File: src/rtl/conv_neuron_mac.sv
// Pipelined convolution neuron: TAPS-wide signed dot product accumulated over BEATS beats, then shifted and saturated.
// Optional build macro CONV_NEURON_RELU_EN clamps negative results to zero after saturation.
module conv_neuron_mac #(
    parameter int unsigned TAPS  = 4,
    parameter int unsigned DW    = 8,
    parameter int unsigned BEATS = 1,
    parameter int unsigned OW    = 8,
    parameter int unsigned SHIFT = 0,
    localparam int unsigned KIW  = (BEATS > 1) ? $clog2(BEATS) : 1
) (
    input  logic                 clk,
    input  logic                 rst,
    input  logic                 kernel_we,
    input  logic [KIW-1:0]       kernel_idx,
    input  logic [TAPS*DW-1:0]   kernel,
    input  logic                 in_valid,
    output logic                 in_ready,
    input  logic [TAPS*DW-1:0]   pixels,
    output logic                 out_valid,
    input  logic                 out_ready,
    output logic [OW-1:0]        convResult,
    output logic                 sat
);

    localparam int unsigned PW   = 2 * DW;
    localparam int unsigned ACCW = PW + $clog2(TAPS * BEATS);
    localparam int unsigned ROWW = TAPS * DW;

    localparam logic signed [ACCW-1:0] SAT_MAX = {{(ACCW-OW+1){1'b0}}, {(OW-1){1'b1}}};
    localparam logic signed [ACCW-1:0] SAT_MIN = {{(ACCW-OW+1){1'b1}}, {(OW-1){1'b0}}};

    logic [ROWW-1:0]        kern_q [BEATS];
    logic [ROWW-1:0]        kern_d [BEATS];
    logic [KIW-1:0]         bc_q, bc_d;
    logic                   s1_valid_q, s1_valid_d;
    logic                   s1_last_q, s1_last_d;
    logic signed [PW-1:0]   prod_q [TAPS];
    logic signed [PW-1:0]   prod_d [TAPS];
    logic signed [ACCW-1:0] acc_q, acc_d;
    logic                   out_valid_q, out_valid_d;
    logic [OW-1:0]          result_q, result_d;
    logic                   sat_q, sat_d;

    logic                   stall;
    logic                   accept;
    logic                   last_beat;
    logic [ROWW-1:0]        kern_row;
    logic signed [ACCW-1:0] sum;
    logic signed [ACCW-1:0] total;
    logic signed [ACCW-1:0] shifted;
    logic [OW-1:0]          clipped;
    logic [OW-1:0]          final_val;
    logic                   clip;

    // Handshake: a held result freezes the whole pipeline
    always_comb begin
        stall    = out_valid_q && !out_ready;
        accept   = in_valid && !stall;
        in_ready = !stall;
    end

    // Kernel store; out-of-range indices match no entry and are dropped
    always_comb begin
        kern_d = kern_q;
        if (kernel_we) begin
            for (int b = 0; b < BEATS; b++) begin
                if (kernel_idx == KIW'(b)) begin
                    kern_d[b] = kernel;
                end
            end
        end
    end

    // Stage 1: beat counter and per-tap products against the current entry
    always_comb begin
        kern_row   = '0;
        bc_d       = bc_q;
        s1_valid_d = s1_valid_q;
        s1_last_d  = s1_last_q;
        prod_d     = prod_q;
        for (int b = 0; b < BEATS; b++) begin
            if (bc_q == KIW'(b)) begin
                kern_row = kern_q[b];
            end
        end
        last_beat = (bc_q == KIW'(BEATS - 1));
        if (!stall) begin
            s1_valid_d = accept;
            if (accept) begin
                s1_last_d = last_beat;
                bc_d      = last_beat ? '0 : bc_q + KIW'(1);
                for (int i = 0; i < TAPS; i++) begin
                    prod_d[i] = PW'($signed(pixels[i*DW +: DW])) *
                                PW'($signed(kern_row[i*DW +: DW]));
                end
            end
        end
    end

    // Stage 2: reduce, accumulate, then shift and saturate on the final beat
    always_comb begin
        sum = '0;
        for (int i = 0; i < TAPS; i++) begin
            sum = sum + ACCW'(prod_q[i]);
        end
        total   = acc_q + sum;
        shifted = total >>> SHIFT;
        clip    = 1'b0;
        if (shifted > SAT_MAX) begin
            clipped = {1'b0, {(OW-1){1'b1}}};
            clip    = 1'b1;
        end else if (shifted < SAT_MIN) begin
            clipped = {1'b1, {(OW-1){1'b0}}};
            clip    = 1'b1;
        end else begin
            clipped = OW'(shifted);
        end
`ifdef CONV_NEURON_RELU_EN
        final_val = clipped[OW-1] ? '0 : clipped;
`else
        final_val = clipped;
`endif

        acc_d       = acc_q;
        result_d    = result_q;
        sat_d       = sat_q;
        out_valid_d = out_valid_q && !out_ready;
        if (!stall && s1_valid_q) begin
            if (s1_last_q) begin
                acc_d       = '0;
                result_d    = final_val;
                sat_d       = clip;
                out_valid_d = 1'b1;
            end else begin
                acc_d = total;
            end
        end
    end

    always_ff @(posedge clk) begin
        if (rst) begin
            for (int b = 0; b < BEATS; b++) begin
                kern_q[b] <= '0;
            end
            for (int i = 0; i < TAPS; i++) begin
                prod_q[i] <= '0;
            end
            bc_q        <= '0;
            s1_valid_q  <= 1'b0;
            s1_last_q   <= 1'b0;
            acc_q       <= '0;
            out_valid_q <= 1'b0;
            result_q    <= '0;
            sat_q       <= 1'b0;
        end else begin
            kern_q      <= kern_d;
            prod_q      <= prod_d;
            bc_q        <= bc_d;
            s1_valid_q  <= s1_valid_d;
            s1_last_q   <= s1_last_d;
            acc_q       <= acc_d;
            out_valid_q <= out_valid_d;
            result_q    <= result_d;
            sat_q       <= sat_d;
        end
    end

    assign out_valid  = out_valid_q;
    assign convResult = result_q;
    assign sat        = sat_q;

endmodule

File: config.mk
export PLATFORM = sky130hd
export DESIGN_NAME = conv_neuron_mac
export DESIGN_NICKNAME = d
export VERILOG_FILES = /design/src/rtl/conv_neuron_mac.sv
export SDC_FILE = /design/constraint.sdc
export NUM_CORES = 1
export LEC_CHECK = 0
export BUFFER_PORTS_ARGS = -buffer_cell sky130_fd_sc_hd__buf_2
export CAP_MARGIN = 15
export CORE_UTILIZATION = 64
export DETAILED_ROUTE_END_ITERATION = 10
export HOLD_SLACK_MARGIN = 0.03
export PLACE_DENSITY = 0.85
export SETUP_SLACK_MARGIN = 0.3
export SLEW_MARGIN = 20
export SYNTH_ARGS = -nofsm -noshare
export SYNTH_HDL_FRONTEND = slang
export SYNTH_SLANG_ARGS = --single-unit
export TNS_END_PERCENT = 5
File: constraint.sdc
create_clock -name clk -period 6.37 [get_ports clk]
set_input_delay 1.274 -clock clk [delete_from_list [all_inputs] [get_ports clk]]
set_output_delay 1.274 -clock clk [all_outputs]
set_load 0.05 [all_outputs]
==> impl_metrics.csv <==
group,metric,value,unit
sta,clock_skew,0.0145,ns
clock_network,ctsResizeCount,0,
synthesis,yosys_most_used_dff,"dfxtp_1",
floorplan,die_h,162,um
floorplan,num_rows,58,
sta,report.final.setup_viol,0,
clock_network,cts.path.max_buffers,2,
floorplan,coreArea,25200,um^2
global_routing,grt_pass1_vias,13500,
sta,hold_viol,0,
synthesis,synth_top_family_by_area,"adder cells",
clock_network,clock_latency,0.43,ns
layout,areaGrowthSynthToFinish,7.66,%
clock_network,clkSinkCount,126,
sta,fin_crit,5.45,ns
synthesis,synth_cell_type_count,63,
hold_path,hold_class,"flip-flop to flip-flop",
synthesis,synthAdderAreaFrac,43.0,%
clock_network,htree_num_levels,4,
layout,drive_gt1_share,6.69,%
sta,worst_pin_slew,0.993,ns
synthesis,syn_nets,2383,
pwr,worst_ir_drop_vdd,0.164,mV
layout,layout_common_cells,"421 x inv_1, 269 x fa_1, 226 x nand2_1, 159 x and2_1, 134 x ha_1",
pwr,p_total,0.00351,W
pwr,p_leak,8.24,nW
floorplan,die_area,26300,um^2
flow_run,drv_cap,0,
sta,rsz0062_at_grt,"no",
floorplan,ioPinCount,81,
placement,gp_congestion,0.941,
placement,place_hpwl,28.5,mm
drt,wl,36.7,mm
synthesis,synth_area_per_cell,8.61,um^2
drt,drc,0,
synthesis,yosys.area_share.simple,17.7,%
pwr,p_per_area,198,nW/um^2
floorplan,die-width,162,um
sta,fmax,184,MHz
sta,slew_viol_final,0,
synthesis,synth_compound_area_share,9.25,%
global_routing,grt_max_degree,65,
layout,postLayoutCellArea,17700,um^2
drt,ant_nets,0,
layout,antennaDiodeCount,0,
critical_path,crit_type,"primary input to flip-flop",
drt,num_vias,12600,
global_routing,grt_pass1_wl,62.8,mm
synthesis,synthMuxAreaShare,0.304,%
layout,final_common_cell,"inv_1",
clock_network,cts_tree,"done",
synthesis,synth_edf_count,0,
layout,layout.nets,2436,
outcome,status,"finished clean",
synthesis,yosysWarnings,0,
global_routing,antenna_found_initial,0,
clock_network,cts_root_buffer,"clkbuf_16",
sta,timing.hold.ws,0.452,ns
placement,io_buffer_count,80,
synthesis,synth_seq_cells,126,
critical_path,critPathMaxFanout,8,
synthesis,ys_seq_area_share,15.3,%
clock_network,path_clk_slew,0.06,ns
synthesis,async_reset_ff_share,0,%
synthesis,synth_area,16400,um^2
drt,avgViaCountPerCell,5.49,
floorplan,start_util,65.3,%
drt,firstDrtPassIters,6,
placement,place_area,17100,um^2
drt,wire_per_inst,15.9,um
global_routing,grt_usage,29.9,%
synthesis,synthXorXnorAreaFrac,3.52,%
clock_network,cts_buffers,17,
sta,slew_headroom,33.7,%
sta,final.setup.tns,0,ns
clock_network,cts_hold_buf,0,
synthesis,synthCells,1910,
clock_network,cts_setup_buffers,0,
critical_path,cp.arrival,5.73,ns
critical_path,crit_required,6.66,ns
critical_path,worst_setup_path_end_kind,"flip-flop",
drt,drtIter0Drc,859,
global_routing,grt.overflow.total,0,
sta,fin_crit_sh,85.5,%
critical_path,start_kind,"primary input",
## cells by family after synthesis
family / Yosys count
buf+inv: 473
fa+ha+maj: 403
xor+xnor: 66
flops: 126
mux: 5
simple gates: 588
compound gates: 249
## metal layers
| layer | routed length, um | vias up | global-route usage [%] |
|---|---|---|---|
| li1 | - | 5962 | - |
| met1 | 15200 | 6219 | 37.7 |
| met2 | 18700 | 387 | 52.9 |
| met3 | 1840 | 80 | 4.14 |
| met4 | 939 | 0 | 9.52 |
| met5 | 0 | - | 0 |
## critical path: stages
cell	delay [ns]
buf_2	0.14
and2_1	0.18
fa_1	0.41
inv_1	0.07
fa_1	0.43
fa_1	0.52
fa_1	0.50
inv_1	0.04
ha_1	0.30
a21oi_1	0.24
o21ai_0	0.12
a21oi_1	0.28
o21ai_0	0.17
a41o_1	0.30
o41ai_1	0.42
mux2i_1	0.25
o31ai_1	0.09
## state kept, by name, indices dropped and copies added, names as in the netlist
name,count
s1_valid_q,1
prod_q,64
acc_q,18
s1_last_q,1
out_valid,1
kern_q,32
convResult,8
sat,1
## area by class of cell
type                    instances  area (um^2)
multi-input cells            1311        12100
fillers                      1852         7480
flip-flops and latches        126         2520
inverters                     421         1580
clock buffers                  23          498
repair buffers                 86          448
well taps                     330          413
clock inverters                 6          108
## per-stage QoR
stage | setup WS, ns | instances | util (%)
2_1_floorplan | 1.16 | 1910 | -
3_3_place_gp | 0.834 | 2274 | 67.9
3_5_place_dp | 0.551 | 2274 | 67.9
4_1_cts | 0.964 | 2303 | 70.3
5_1_grt | 0.645 | 2303 | 70.3
6_report | 0.922 | 2303 | 70.3
## power breakdown
group          switching (W)  internal, W
Sequential         0.0000666     0.000856
Clock               0.000367     0.000660
Combinational       0.000933     0.000626
Total                0.00137      0.00214
## cell usage after synthesis (2+ instances only)
master,n,area (um^2)
o21bai_1,3,22.5
and3_1,2,12.5
nor3_1,27,135
o21ai_0,52,260
a22oi_1,13,97.6
clkbuf_1,46,173
a21oi_1,118,591
a211oi_1,9,67.6
mux2i_1,5,50.1
nand2b_1,33,206
o21a_1,3,22.5
o41ai_1,2,17.5
nand3b_1,2,15.0
and2_1,160,1000
ha_1,134,1680
o211ai_1,2,15.0
or3_1,3,18.8
inv_1,421,1580
a21boi_0,8,60.1
a31oi_1,5,31.3
dfxtp_1,126,2520
o31a_1,2,17.5
nand3_1,20,100
a41o_1,2,20.0
fa_1,269,5390
nand2_1,227,852
xnor2_1,57,499
o21ai_2,2,17.5
nor4_1,2,12.5
o31ai_1,4,30.0
dlygate4sd3_1,2,20.0
a21o_1,9,67.6
buf_1,2,7.51
nor4b_1,10,87.6
nor2_1,78,293
nor2b_1,11,68.8
nor3b_1,5,37.5
xor2_1,9,78.8
## final timing paths
path	slack (ns)	end	depth (start not counted)	from
hold / removal	0.45	prod_q[29]$_SDFFE_PP0P_	2	prod_q[29]$_SDFFE_PP0P_
hold reg to reg	0.45	prod_q[29]$_SDFFE_PP0P_	2	prod_q[29]$_SDFFE_PP0P_
setup / recovery	0.92	prod_q[63]$_SDFFE_PP0P_	17	pixels[3]
setup reg to reg	1.16	convResult[1]$_SDFFE_PP0P_	17	prod_q[7]$_SDFFE_PP0P_
(Power assumes the default switching activity.)
